$ cat config.mk
export PLATFORM = sky130hd
export DESIGN_NAME = spi_reg_bank
export DESIGN_NICKNAME = d
export VERILOG_FILES = /design/src/rtl/spi_reg_pkg.sv /design/src/rtl/spi_sync_edge.sv /design/src/rtl/spi_reg_bank.sv
export SDC_FILE = /design/constraint.sdc
export NUM_CORES = 1
export LEC_CHECK = 0
export BUFFER_PORTS_ARGS = -buffer_cell sky130_fd_sc_hd__buf_2
export CORE_UTILIZATION = 49
export CTS_CLUSTER_DIAMETER = 150
export DETAILED_ROUTE_END_ITERATION = 7
export HOLD_SLACK_MARGIN = 0.08
export PLACE_DENSITY = 0.76
export REMOVE_ABC_BUFFERS = 1
export SLEW_MARGIN = 15
export SYNTH_ARGS = -nofsm -noshare
export SYNTH_HDL_FRONTEND = slang
export SYNTH_SLANG_ARGS = --single-unit
$ cat constraint.sdc
create_clock -name clk -period 2.4 [get_ports clk]
set_clock_uncertainty 0.15 [all_clocks]
set_input_delay 0.48 -clock clk [delete_from_list [all_inputs] [get_ports clk]]
set_output_delay 0.48 -clock clk [all_outputs]
set_load 0.01 [all_outputs]
$ cat src/rtl/spi_reg_pkg.sv
// Shared constants and FSM state type for the SPI register bank.
package spi_reg_pkg;
  localparam int CMD_RW_BIT  = 7;
  localparam int BYTE_W      = 8;
  localparam int SYNC_STAGES = 2;

  typedef enum logic [1:0] {
    IDLE,
    CMD,
    DATA,
    IGNORE
  } spi_state_t;
endpackage

$ cat src/rtl/spi_sync_edge.sv
// Multi-flop synchroniser for an asynchronous pin with single-cycle rise/fall pulses.
module spi_sync_edge
  import spi_reg_pkg::*;
(
  input  logic clk,
  input  logic reset_n,
  input  logic din,
  output logic rise,
  output logic fall
);
  logic [SYNC_STAGES-1:0] sync_reg;
  logic                   prev_reg;

  always_ff @(posedge clk or negedge reset_n) begin
    if (!reset_n) begin
      sync_reg <= '0;
      prev_reg <= 1'b0;
    end else begin
      sync_reg <= {sync_reg[SYNC_STAGES-2:0], din};
      prev_reg <= sync_reg[SYNC_STAGES-1];
    end
  end

  assign rise = sync_reg[SYNC_STAGES-1] & ~prev_reg;
  assign fall = ~sync_reg[SYNC_STAGES-1] & prev_reg;
endmodule

$ cat src/rtl/spi_reg_bank.sv
// SPI mode-0 slave exposing NUM_OUT control and NUM_IN status registers.
// Define SPI_BURST_AUTOINC_EN to auto-increment the address after every data byte.
module spi_reg_bank
  import spi_reg_pkg::*;
#(
  parameter int NUM_OUT = 8,
  parameter int NUM_IN  = 4,
  parameter int ADDR_W  = 7
) (
  input  logic                      clk,
  input  logic                      reset_n,
  input  logic                      spi_cs,
  input  logic                      spi_clk,
  input  logic                      spi_mosi,
  output logic                      spi_miso,
  output logic                      miso_oe,
  input  logic [NUM_IN*BYTE_W-1:0]  in_regs,
  output logic [NUM_OUT*BYTE_W-1:0] out_regs,
  output logic [NUM_OUT-1:0]        wr_stb,
  output logic [NUM_IN-1:0]         rd_stb,
  output logic [ADDR_W-1:0]         spi_addr
);
  localparam int CNT_W = $clog2(BYTE_W);

  logic                   cs_rise, cs_fall, sclk_rise, sclk_fall;
  logic [SYNC_STAGES-1:0] mosi_sync_reg;
  logic                   mosi_s;
  spi_state_t             state_reg, state_next;
  logic [CNT_W-1:0]       bit_cnt_reg;
  logic [BYTE_W-2:0]      shift_reg;
  logic [BYTE_W-1:0]      tx_reg, rx_byte, load_value;
  logic                   rw_reg, load_pend_reg, byte_done;
  logic [ADDR_W-1:0]      addr_reg;
  logic [BYTE_W-1:0]      regs [NUM_OUT];
  logic [NUM_OUT-1:0]     wr_dec, wr_hit_reg;
  logic [NUM_IN-1:0]      rd_dec;

  spi_sync_edge u_cs_sync (
    .clk(clk), .reset_n(reset_n), .din(spi_cs), .rise(cs_rise), .fall(cs_fall)
  );

  spi_sync_edge u_clk_sync (
    .clk(clk), .reset_n(reset_n), .din(spi_clk), .rise(sclk_rise), .fall(sclk_fall)
  );

  // MOSI shares the synchroniser depth so it lines up with the sclk_rise pulse.
  always_ff @(posedge clk or negedge reset_n) begin
    if (!reset_n) mosi_sync_reg <= '0;
    else          mosi_sync_reg <= {mosi_sync_reg[SYNC_STAGES-2:0], spi_mosi};
  end
  assign mosi_s = mosi_sync_reg[SYNC_STAGES-1];

  assign rx_byte   = {shift_reg, mosi_s};
  assign byte_done = sclk_rise && (bit_cnt_reg == CNT_W'(BYTE_W-1)) && (state_reg != IDLE);

  always_comb begin
    state_next = state_reg;
    case (state_reg)
      IDLE: if (cs_rise) state_next = CMD;
      CMD: begin
        if (byte_done) begin
`ifdef SPI_BURST_AUTOINC_EN
          state_next = DATA;
`else
          state_next = (int'(rx_byte[ADDR_W-1:0]) < NUM_OUT + NUM_IN) ? DATA : IGNORE;
`endif
        end
      end
      DATA: begin
`ifdef SPI_BURST_AUTOINC_EN
        state_next = DATA;
`else
        if (byte_done) state_next = IGNORE;
`endif
      end
      default: state_next = state_reg;
    endcase
    if (cs_fall) state_next = IDLE;
  end

  always_ff @(posedge clk or negedge reset_n) begin
    if (!reset_n) state_reg <= IDLE;
    else          state_reg <= state_next;
  end

  // Address decode; readback is forced to zero outside DATA so IGNORE shifts zeros.
  always_comb begin
    wr_dec     = '0;
    rd_dec     = '0;
    load_value = '0;
    for (int i = 0; i < NUM_OUT; i++) begin
      if (int'(addr_reg) == i) begin
        wr_dec[i]  = 1'b1;
        load_value = regs[i];
      end
    end
    for (int k = 0; k < NUM_IN; k++) begin
      if (int'(addr_reg) == NUM_OUT + k) begin
        rd_dec[k]  = 1'b1;
        load_value = in_regs[k*BYTE_W +: BYTE_W];
      end
    end
    if (state_reg != DATA) begin
      rd_dec     = '0;
      load_value = '0;
    end
  end

  always_ff @(posedge clk or negedge reset_n) begin
    if (!reset_n) begin
      bit_cnt_reg   <= '0;
      shift_reg     <= '0;
      tx_reg        <= '0;
      rw_reg        <= 1'b0;
      load_pend_reg <= 1'b0;
      addr_reg      <= '0;
      wr_hit_reg    <= '0;
      wr_stb        <= '0;
      rd_stb        <= '0;
      miso_oe       <= 1'b0;
      for (int i = 0; i < NUM_OUT; i++) regs[i] <= '0;
    end else begin
      wr_stb     <= wr_hit_reg;
      wr_hit_reg <= '0;
      rd_stb     <= '0;
      if (state_reg == IDLE) begin
        bit_cnt_reg   <= '0;
        load_pend_reg <= 1'b0;
        tx_reg        <= '0;
        miso_oe       <= 1'b0;
      end else begin
        if (sclk_rise) begin
          shift_reg   <= rx_byte[BYTE_W-2:0];
          bit_cnt_reg <= bit_cnt_reg + 1'b1;
        end
        if (byte_done) begin
          if (state_reg == CMD) begin
            rw_reg        <= rx_byte[CMD_RW_BIT];
            addr_reg      <= rx_byte[ADDR_W-1:0];
            miso_oe       <= ~rx_byte[CMD_RW_BIT];
            load_pend_reg <= ~rx_byte[CMD_RW_BIT];
          end else begin
            load_pend_reg <= ~rw_reg;
            if (state_reg == DATA) begin
              if (rw_reg) begin
                for (int i = 0; i < NUM_OUT; i++) begin
                  if (wr_dec[i]) regs[i] <= rx_byte;
                end
                wr_hit_reg <= wr_dec;
              end
`ifdef SPI_BURST_AUTOINC_EN
              addr_reg <= addr_reg + 1'b1;
`endif
            end
          end
        end
        if (sclk_fall) begin
          if (load_pend_reg) begin
            tx_reg        <= load_value;
            rd_stb        <= rd_dec;
            load_pend_reg <= 1'b0;
          end else begin
            tx_reg <= {tx_reg[BYTE_W-2:0], 1'b0};
          end
        end
        // A byte completing in the same cycle is already committed above.
        if (cs_fall) begin
          bit_cnt_reg   <= '0;
          load_pend_reg <= 1'b0;
          tx_reg        <= '0;
          miso_oe       <= 1'b0;
        end
      end
    end
  end

  for (genvar gi = 0; gi < NUM_OUT; gi++) begin : g_out
    assign out_regs[gi*BYTE_W +: BYTE_W] = regs[gi];
  end

  assign spi_miso = tx_reg[BYTE_W-1];
  assign spi_addr = addr_reg;
endmodule

==> flow_summary_export.csv, run 1 <==
group,metric,value,unit
clocking,clock_sinks,122,
die,num_io_pins,122,
hold_path,hold_path_class,"reg -> reg",
critical_path,path_delay_family,"compound AO/OA/AOI/OAI gates",
sta,relSlewSlack,0.6559,
grt,grt_max_degree,41,
logic_synthesis,ys_seq_elements,122,
final_layout,largest_register_ffs,64,
logic_synthesis,synth_top_area_cell,"dfrtp_1",
die,die-area,0.01227,mm²
sta,fin_crit_sh,0.9845,
clocking,path_clk_slew,0.06,ns
critical_path,crit_type,"reg -> reg",
drt,drtIter0Drc,460,
pwr,ir_drop,0.7167,mV
final_layout,fin_nets,688,
clocking,cts_root_buf,"clkbuf_16",
die,start_util,0.5054,
final_layout,antenna_cells,0,
clocking,worstSkewPairLatency,0.42,ns
placed_design,place.gp.congestion,0.9200,
placed_design,place_ws,0.03345,ns
final_layout,drive_gt1_frac,0.4498,
clocking,cts_tree,"done",
grt,antenna_found_initial,0,
clocking,post_cts_buffers,0,
critical_path,worstPathArrival,2.51,ns
logic_synthesis,synthFlopType,"dfrtp_1",
die,die_height,110.8,µm
logic_synthesis,synth_top_area_frac,0.5268,
drt,vias_per_cell,6.124,
drt,vias,4905,
critical_path,path_max_fanout,7,
critical_path,critPathLaunchType,"register",
critical_path,crit_path_max_incr_delay,0.49,ns
drt,dr.pass1.iters,6,
logic_synthesis,ys_top_cells_by_area,"dfrtp_1, mux2_2, o21ai_0",
logic_synthesis,ys_seq_area_frac,0.5268,
sta,setup_viol,0,
grt,grt_pass1_vias,4872,
critical_path,required,2.54,ns
clocking,cts_made_buffers,17,
logic_synthesis,async_reset_ff_frac,1.000,
sta,period_needed,2.363,ns
clocking,htreeDepth,4,
sta,timing.setup.tns,0,ns
sta,slew_viol_final,0,
die,die_x,110.8,µm
sta,worst_slew_pin_slew,0.5097,ns
status,status,"completed",
die,core-area,0.01147,mm²
pwr,power_density,754.5,mW/mm²
logic_synthesis,synth_edf_count,0,
sta,setup_slack,0.03708,ns
sta,fmax,0.4232,GHz
drt,drc,0,
sta,rsz0062_at_grt,"true",
drt,drtAntennaViolNets,0,
critical_path,cp_num_buf_inv,1,
sta,hold_violations,0,
grt,grt_overflow,0,
final_layout,syn_to_final_growth,28.86,%
logic_synthesis,syn_area_per_cell,11.71,µm²
placed_design,portBuffers,121,
critical_path,timing.critical_path.cells,"buf_4 > nand2b_1 > o2bb2ai_1 > a2111oi_1 > a21oi_1 > o41ai_1",
placed_design,hpwlAfterDp,12710,µm
pwr,p_leak,0.003832,µW
critical_path,r2r_setup_slack,0.04,ns
logic_synthesis,syn_area,0.005796,mm²
grt,grt_pass1_wl,28060,µm
critical_path,cp-end-kind,"register",
logic_synthesis,synth_warnings,0,
die,num_rows,39,
logic_synthesis,ys_types,65,
clocking,cts_buffer_depth,2,
drt,wire_per_inst,22.47,µm
run,maxCapViolations,0,
grt,grt_usage,0.3037,
logic_synthesis,syn_inst,495,
drt,wirelength,18000,µm
critical_path,slowest_stage,"a2111oi_1",
where the power goes:
group          internal (µW)  switching [µW]  total [µW]
registers               2150             210        2360
clock network           1740             961        2700
logic                    240             334         574
layer usage:
layer / track usage / routed length, µm
met2: 0.4538 / 8336
met3: 0.07490 / 1501
met4: 0.1653 / 651
met1: 0.4075 / 7510
met5: 0 / 0
Yosys cell counts (2+ instances only):
cell	n
o21ai_0	26
nor3b_1	3
nand2b_1	8
o2bb2ai_1	4
a2111oi_0	2
mux2_2	82
mux2i_1	8
and3b_1	2
o311ai_0	3
o211ai_1	3
a211o_1	3
nor2_1	20
nand4_1	4
a21oi_1	22
ha_1	6
a22oi_1	7
nor3_2	2
clkbuf_1	20
o221ai_1	5
nand3_1	2
o32ai_1	2
o22ai_1	6
buf_2	6
dfrtp_1	122
a31oi_1	6
o31a_1	2
nor3_1	11
mux4_2	2
nand2_2	3
nand4b_1	2
a211oi_1	4
a21boi_0	3
a221oi_1	2
or3_1	4
inv_1	17
buf_1	4
nor4bb_1	2
nor2b_1	4
or2_2	2
nand2_1	33
a221o_1	2
final timing paths:
path                          startpoint           end  cells past startpoint
setup / recovery             spi_addr[1]     tx_reg[2]                      6
hold / removal             wr_hit_reg[2]     wr_stb[2]                      0
setup reg to reg             spi_addr[1]     tx_reg[2]                      6
hold reg to reg            wr_hit_reg[2]     wr_stb[2]                      0
max in group asynchronous        reset_n  out_regs[46]                      3
min in group asynchronous        reset_n     tx_reg[3]                      2
cells in the final DEF (no fill, tap or decap), types with 11 or more instances in the layout:
master       n
nand2_1     32
clkbuf_16   17
dfrtp_1    122
o21ai_0     26
a21oi_1     22
buf_4       35
nor2_1      20
buf_2      120
mux2_2      82
nor3_1      11
inv_1       17
cells by family (layout without fill, tap and decap cells):
logic type | Yosys count | in the layout | synth area share
flip-flops | 122 | 122 | 0.5268
AND/OR/NAND/NOR | 117 | 117 | 0.1185
AO/OA/AOI/OAI | 108 | 108 | 0.1244
multiplexers | 92 | 92 | 0.1809
buffers and inverters | 49 | 212 | 0.03497
adder cells (fa/ha/maj) | 6 | 6 | 0.01295
XOR/XNOR | 1 | 1 | 0.001512
layout make-up:
cell class | instances | area [µm²]
well taps | 143 | 178.9
flip-flops and latches | 122 | 3053
clock inverters | 14 | 195.2
clock buffers | 18 | 429.2
multi-input cells | 324 | 2565
fillers | 845 | 3999
inverters | 17 | 63.81
repair buffers | 163 | 983.4
timing repair:
| action | CTS | global route |
|---|---|---|
| endpoints found under the hold margin | 21 | 0 |
| hold buffers | 4 | 0 |
| setup endpoints to repair | 0 | 13 |
| gates resized for setup | 0 | 6 |
stage by stage:
| stage | total power (µW) | hold WS, ns | area (µm²) | std cells | util |
|---|---|---|---|---|---|
| floorplan | 2627 | 0.03441 | 5657 | 463 | - |
| global placement | 2910 | 0.1816 | 6779 | 765 | 0.5912 |
| detailed placement | 2945 | 0.1855 | 6779 | 765 | 0.5912 |
| CTS | 5655 | 0.1981 | 7443 | 801 | 0.6491 |
| global route | 5835 | 0.1993 | 7468 | 801 | 0.6513 |
| finish | 5635 | 0.1965 | 7468 | 801 | 0.6513 |
No activity file was read; power rests on OpenSTA's default activity.
==> run 2, diff against run 1 <==
--- a/config.mk
+++ b/config.mk
@@ -6,6 +6,7 @@
 export NUM_CORES = 1
 export LEC_CHECK = 0
 export BUFFER_PORTS_ARGS = -buffer_cell sky130_fd_sc_hd__buf_2
+export CORE_MARGIN = 4
 export CORE_UTILIZATION = 49
 export CTS_CLUSTER_DIAMETER = 150
 export DETAILED_ROUTE_END_ITERATION = 7
==> run 2 against run 1 <==
Against the previous run:
- design area decreased by 0.40%
- non-clock buffer count decreased by 2
- sequential power about the same
- power decreased by 0.57%
- critical endpoint is now out_regs[7]
- largest power group unchanged
- highest routed layer unchanged
==> flow_summary_export.csv, run 2 (synthesis results as in run 1) <==
group,metric,value,unit
critical_path,cp_num_buf_inv,0,
critical_path,crit_path_max_incr_delay,0.62,ns
final_layout,largest_register_ffs,64,
critical_path,cp-end-kind,"register",
drt,wirelength,17920,µm
placed_design,portBuffers,121,
die,start_util,0.5033,
grt,grt_overflow,0,
final_layout,fillers,908,
critical_path,path_max_fanout,9,
sta,hold_ws,0.1935,ns
placed_design,dpl-instance-area,0.006751,mm²
drt,wl_met1,7332,µm
final_layout,drive_gt1_frac,0.4451,
drt,vias,4827,
sta,worst_slew_pin_slew,0.5904,ns
pwr,ir_drop,0.4734,mV
grt,grt_usage,0.2725,
status,status,"completed",
final_layout,fin_nets,686,
die,die_height,116.8,µm
drt,wl_met3,1273,µm
sta,relSlewSlack,0.6010,
clocking,cts_tree,"done",
die,num_io_pins,122,
clocking,worstSkewPairLatency,0.42,ns
die,die_x,116.8,µm
clocking,post_cts_buffers,0,
drt,topRoutingLayerUsed,"met4",
drt,vias_per_cell,6.041,
placed_design,hpwlAfterDp,12870,µm
grt,antenna_found_initial,0,
drt,route.met2.wl,8794,µm
grt,grt_max_degree,51,
clocking,cts_made_buffers,17,
sta,period_needed,2.355,ns
sta,fmax,0.4247,GHz
sta,slew_viol_final,0,
placed_design,placed_cells,763,
sta,hold_violations,0,
critical_path,required,2.55,ns
sta,rsz0062_at_grt,"true",
die,die-area,0.01363,mm²
final_layout,syn_to_final_growth,28.35,%
clocking,htreeDepth,4,
final_layout,design_area,0.007438,mm²
run,maxCapViolations,0,
drt,drtAntennaViolNets,0,
pwr,power_density,753.2,mW/mm²
hold_path,hold_path_class,"reg -> reg",
critical_path,worstPathArrival,2.50,ns
critical_path,slowest_stage,"or4_4",
pwr,p_leak,0.003840,µW
die,num_rows,39,
sta,fin_crit_sh,0.9811,
critical_path,timing.critical_path.cells,"or4_4 > nand2b_4 > nor2_4 > nand2_2 > mux2_2",
drt,dr.pass1.iters,6,
grt,grt_pass1_wl,27590,µm
critical_path,path_delay_family,"simple AND/OR/NAND/NOR gates",
drt,drtIter0Drc,543,
final_layout,post-route-util,0.6459,
clocking,path_clk_slew,0.05,ns
final_layout,antenna_cells,0,
placed_design,place_ws,0.005755,ns
sta,setup_viol,0,
clocking,clock_sinks,122,
drt,wire_per_inst,22.43,µm
clocking,cts_buffer_depth,2,
placed_design,place.gp.congestion,0.9194,
final_layout,final_common_cell,"dfrtp_1",
drt,drc,0,
sta,setup_slack,0.04538,ns
critical_path,critPathLaunchType,"register",
grt,grt_pass1_vias,4964,
critical_path,crit_type,"reg -> reg",
die,core-area,0.01152,mm²
final_layout,most-common-layout-cells,"dfrtp_1, buf_2, mux2_2",
final_layout,final_cells,799,
clocking,cts_root_buf,"clkbuf_16",
run 2: worst paths after layout:
kind                                    endpoint     startpoint  slack [ns]  cells after the start
max                                  out_regs[7]    spi_addr[5]        0.05                      5
min in group asynchronous  u_cs_sync.sync_reg[1]        reset_n        0.41                      2
min reg2reg                            wr_stb[2]  wr_hit_reg[2]        0.19                      0
min                                    wr_stb[2]  wr_hit_reg[2]        0.19                      0
max reg2reg                          out_regs[7]    spi_addr[5]        0.05                      5
max in group asynchronous            out_regs[0]        reset_n        1.08                      3
run 2: routing by layer:
layer	up-vias	global-route usage
li1	2125	-
met1	2421	0.3542
met2	239	0.4407
met3	42	0.06528
met4	0	0.1101
met5	-	0
run 2: final cells by class:
type                            count  area [µm²]  area share
Sequential cell                   122        3054      0.4106
Inverter                           17       63.81    0.008579
Tap cell                          143       178.9     0.02405
Timing Repair Buffer              161       955.9      0.1285
Clock buffer                       26       519.2     0.06981
Multi-Input combinational cell    324        2559      0.3440
Clock inverter                      6       107.6     0.01447
run 2: worst register-to-register path, cell delays in order, from the launching register on:
cell	delay, ns
dfrtp_2	0.44
or4_4	0.62
nand2b_4	0.24
nor2_4	0.21
nand2_2	0.23
mux2_2	0.35
run 2: metrics by stage:
| step | total power, µW | setup TNS, ns |
|---|---|---|
| 4_1_cts | 5616 | 0 |
| 3_3_place_gp | 2903 | 0 |
| 3_5_place_dp | 2931 | 0 |
| 5_1_grt | 5805 | -0.5263 |
| 2_1_floorplan | 2627 | -0.6971 |
| 6_report | 5602 | 0 |
run 2: repair_timing:
| item | CTS | global route |
|---|---|---|
| hold buffers | 4 | 0 |
| gates resized for setup | 2 | 4 |
| hold endpoints to repair | 31 | 0 |
| setup endpoints to repair | 4 | 33 |
run 2: power breakdown:
part / switching [µW] / internal (µW) / leakage, µW
registers: 210 / 2150 / 0.00167
clock network: 883 / 1800 / 0.000307
logic: 326 / 239 / 0.00186
==> run 3, diff against run 2 <==
--- a/config.mk
+++ b/config.mk
@@ -13,6 +13,7 @@
 export HOLD_SLACK_MARGIN = 0.08
 export PLACE_DENSITY = 0.76
 export REMOVE_ABC_BUFFERS = 1
+export SETUP_SLACK_MARGIN = 0.3
 export SLEW_MARGIN = 15
 export SYNTH_ARGS = -nofsm -noshare
 export SYNTH_HDL_FRONTEND = slang
==> run 3 against run 2 <==
Against the previous run:
- sequential power about the same
- final cell count up 5.8%
- utilization up 7.8 points
- sequential share of layout area down 4.4 points
- register-to-register slack better by 0.11 ns
- critical endpoint is now out_regs[14]
- largest cell class unchanged
- largest power group unchanged
- highest routed layer unchanged
==> flow_summary_export.csv, run 3 (synthesis results as in run 1) <==
group,metric,value,unit
die,die-area,0.01363,mm²
pwr,power_density,699.2,mW/mm²
placed_design,place_ws,0.005755,ns
critical_path,required,2.55,ns
critical_path,cp-startpoint,"state_reg[0]",
placed_design,place.gp.congestion,0.9194,
critical_path,cp.depth,9,
drt,dr.pass1.iters,5,
final_layout,most-common-layout-cells,"buf_2, dfrtp_1, mux2_2",
critical_path,reg2reg_to,"out_regs[14]",
critical_path,slowest_stage,"dfrtp_1",
die,core-area,0.01152,mm²
critical_path,worstPathArrival,2.40,ns
sta,timing.setup.tns,0,ns
critical_path,cp-end-kind,"register",
grt,grt_max_degree,51,
final_layout,seqCellArea,0.003058,mm²
placed_design,hpwlAfterDp,12870,µm
sta,rsz0062_at_grt,"true",
die,die_height,116.8,µm
critical_path,critPathLaunchType,"register",
clocking,htreeDepth,4,
status,status,"completed",
final_layout,design_area,0.008334,mm²
clocking,clock_sinks,122,
clocking,cts_tree,"done",
drt,drtIter0Drc,562,
grt,grt_overflow,0,
final_layout,final_cells,845,
sta,hold_violations,0,
grt,grt_pass1_vias,5126,
sta,slew_viol_final,0,
clocking,cts_root_buf,"clkbuf_16",
clocking,path_clk_slew,0.06,ns
critical_path,reg2reg_depth,9,
final_layout,fin_nets,732,
final_layout,antenna_cells,0,
sta,worst_slew_pin_slew,0.5022,ns
drt,wire_per_inst,23.94,µm
critical_path,r2r_setup_slack,0.15,ns
pwr,ir_drop,0.4492,mV
final_layout,drive_gt1_frac,0.5513,
final_layout,largest_register_ffs,64,
critical_path,path_max_fanout,9,
drt,vias_per_cell,6.169,
pwr,p_leak,0.004165,µW
die,start_util,0.5033,
final_layout,multi_input_area,0.002999,mm²
final_layout,final_common_cell,"buf_2",
drt,vias,5213,
run,maxCapViolations,0,
hold_path,hold_path_class,"reg -> reg",
critical_path,path_common_cell,"buf_12",
critical_path,worstSetupEndpoint,"out_regs[14]",
critical_path,crit_type,"reg -> reg",
sta,fin_crit_sh,0.9357,
critical_path,path_delay_family,"simple AND/OR/NAND/NOR gates",
hold_path,hp-start,"wr_hit_reg[2]",
drt,drtAntennaViolNets,0,
sta,relSlewSlack,0.6652,
placed_design,portBuffers,121,
grt,antenna_found_initial,0,
grt,grt_pass1_wl,28770,µm
critical_path,cp_num_buf_inv,3,
placed_design,dpl-instance-area,0.006751,mm²
clocking,cts_made_buffers,17,
grt,grt_usage,0.2855,
final_layout,syn_to_final_growth,43.80,%
sta,setup_viol,0,
die,die_x,116.8,µm
drt,wirelength,20230,µm
placed_design,placed_cells,763,
sta,fmax,0.4453,GHz
clocking,cts_buffer_depth,2,
sta,setup_slack,0.1542,ns
sta,period_needed,2.246,ns
die,num_rows,39,
critical_path,timing.critical_path.cells,"inv_2 > ha_4 > nor3b_4 > nand4_4 > nor2_4 > buf_12 > buf_12 > nand2_8 > mux2_2",
clocking,worstSkewPairLatency,0.42,ns
critical_path,r2r-start,"state_reg[0]",
critical_path,crit_path_max_incr_delay,0.42,ns
die,num_io_pins,122,
final_layout,fillers,771,
drt,drc,0,
## run 3: cell types whose count changed in the layout (fill, tap and decap cells not counted), sizes merged
cell      change
inv           -1
buf          +41
bufbuf        +1
clkinvlp      +1
nand3         +2
nand2         +1
or3           +1
## run 3: layout make-up
| type | instances | share of cell area |
|---|---|---|
| well taps | 143 | 0.02147 |
| repair buffers | 203 | 0.1684 |
| clock inverters | 6 | 0.01291 |
| inverters | 17 | 0.008107 |
| clock buffers | 26 | 0.06230 |
| flip-flops and latches | 122 | 0.3669 |
| multi-input cells | 328 | 0.3599 |
## run 3: how the worst min path moves through the flow
stage | depth (start not counted) | end
floorplan | 0 | bit_cnt_reg[0]
global placement | 0 | wr_stb[1]
detailed placement | 0 | u_clk_sync.sync_reg[1]
CTS | 0 | wr_stb[0]
global route | 0 | wr_stb[0]
finish | 0 | wr_stb[2]
## run 3: worst register-to-register path, cell delays in order, from the launching register on
cell and delay [ns]:
dfrtp_1 0.42, inv_2 0.09, ha_4 0.18, nor3b_4 0.25, nand4_4 0.19, nor2_4 0.19
buf_12 0.13, buf_12 0.13, nand2_8 0.10, mux2_2 0.29
## run 3: repair_timing
action / in CTS / in global routing
pin swaps: 10 / 20
hold buffers: 4 / 0
endpoints found under the hold margin: 31 / 0
gates resized for setup: 45 / 64
cloned: 4 / 1
setup buffers: 16 / 25
endpoints found under the setup margin: 81 / 80
## run 3: per-layer routing
metal,global-route usage,up-vias,wire [µm]
met5,0,-,0
met4,0.1330,0,878
met3,0.07254,75,1629
met2,0.4543,319,9785
met1,0.3672,2592,7935
li1,-,2227,-
## run 3: where the power goes
part           internal (µW)  switching [µW]
clock                   1800             895
sequential              2150             218
combinational            383             389
total                   4330            1500
## run 3: stage by stage
step / hold slack [ns] / total power, µW / util
floorplan: 0.03441 / 2627 / -
global placement: 0.1821 / 2903 / 0.5863
detailed placement: 0.1847 / 2931 / 0.5863
CTS: 0.1958 / 5688 / 0.6799
global route: 0.1962 / 6020 / 0.7237
finish: 0.1922 / 5828 / 0.7237
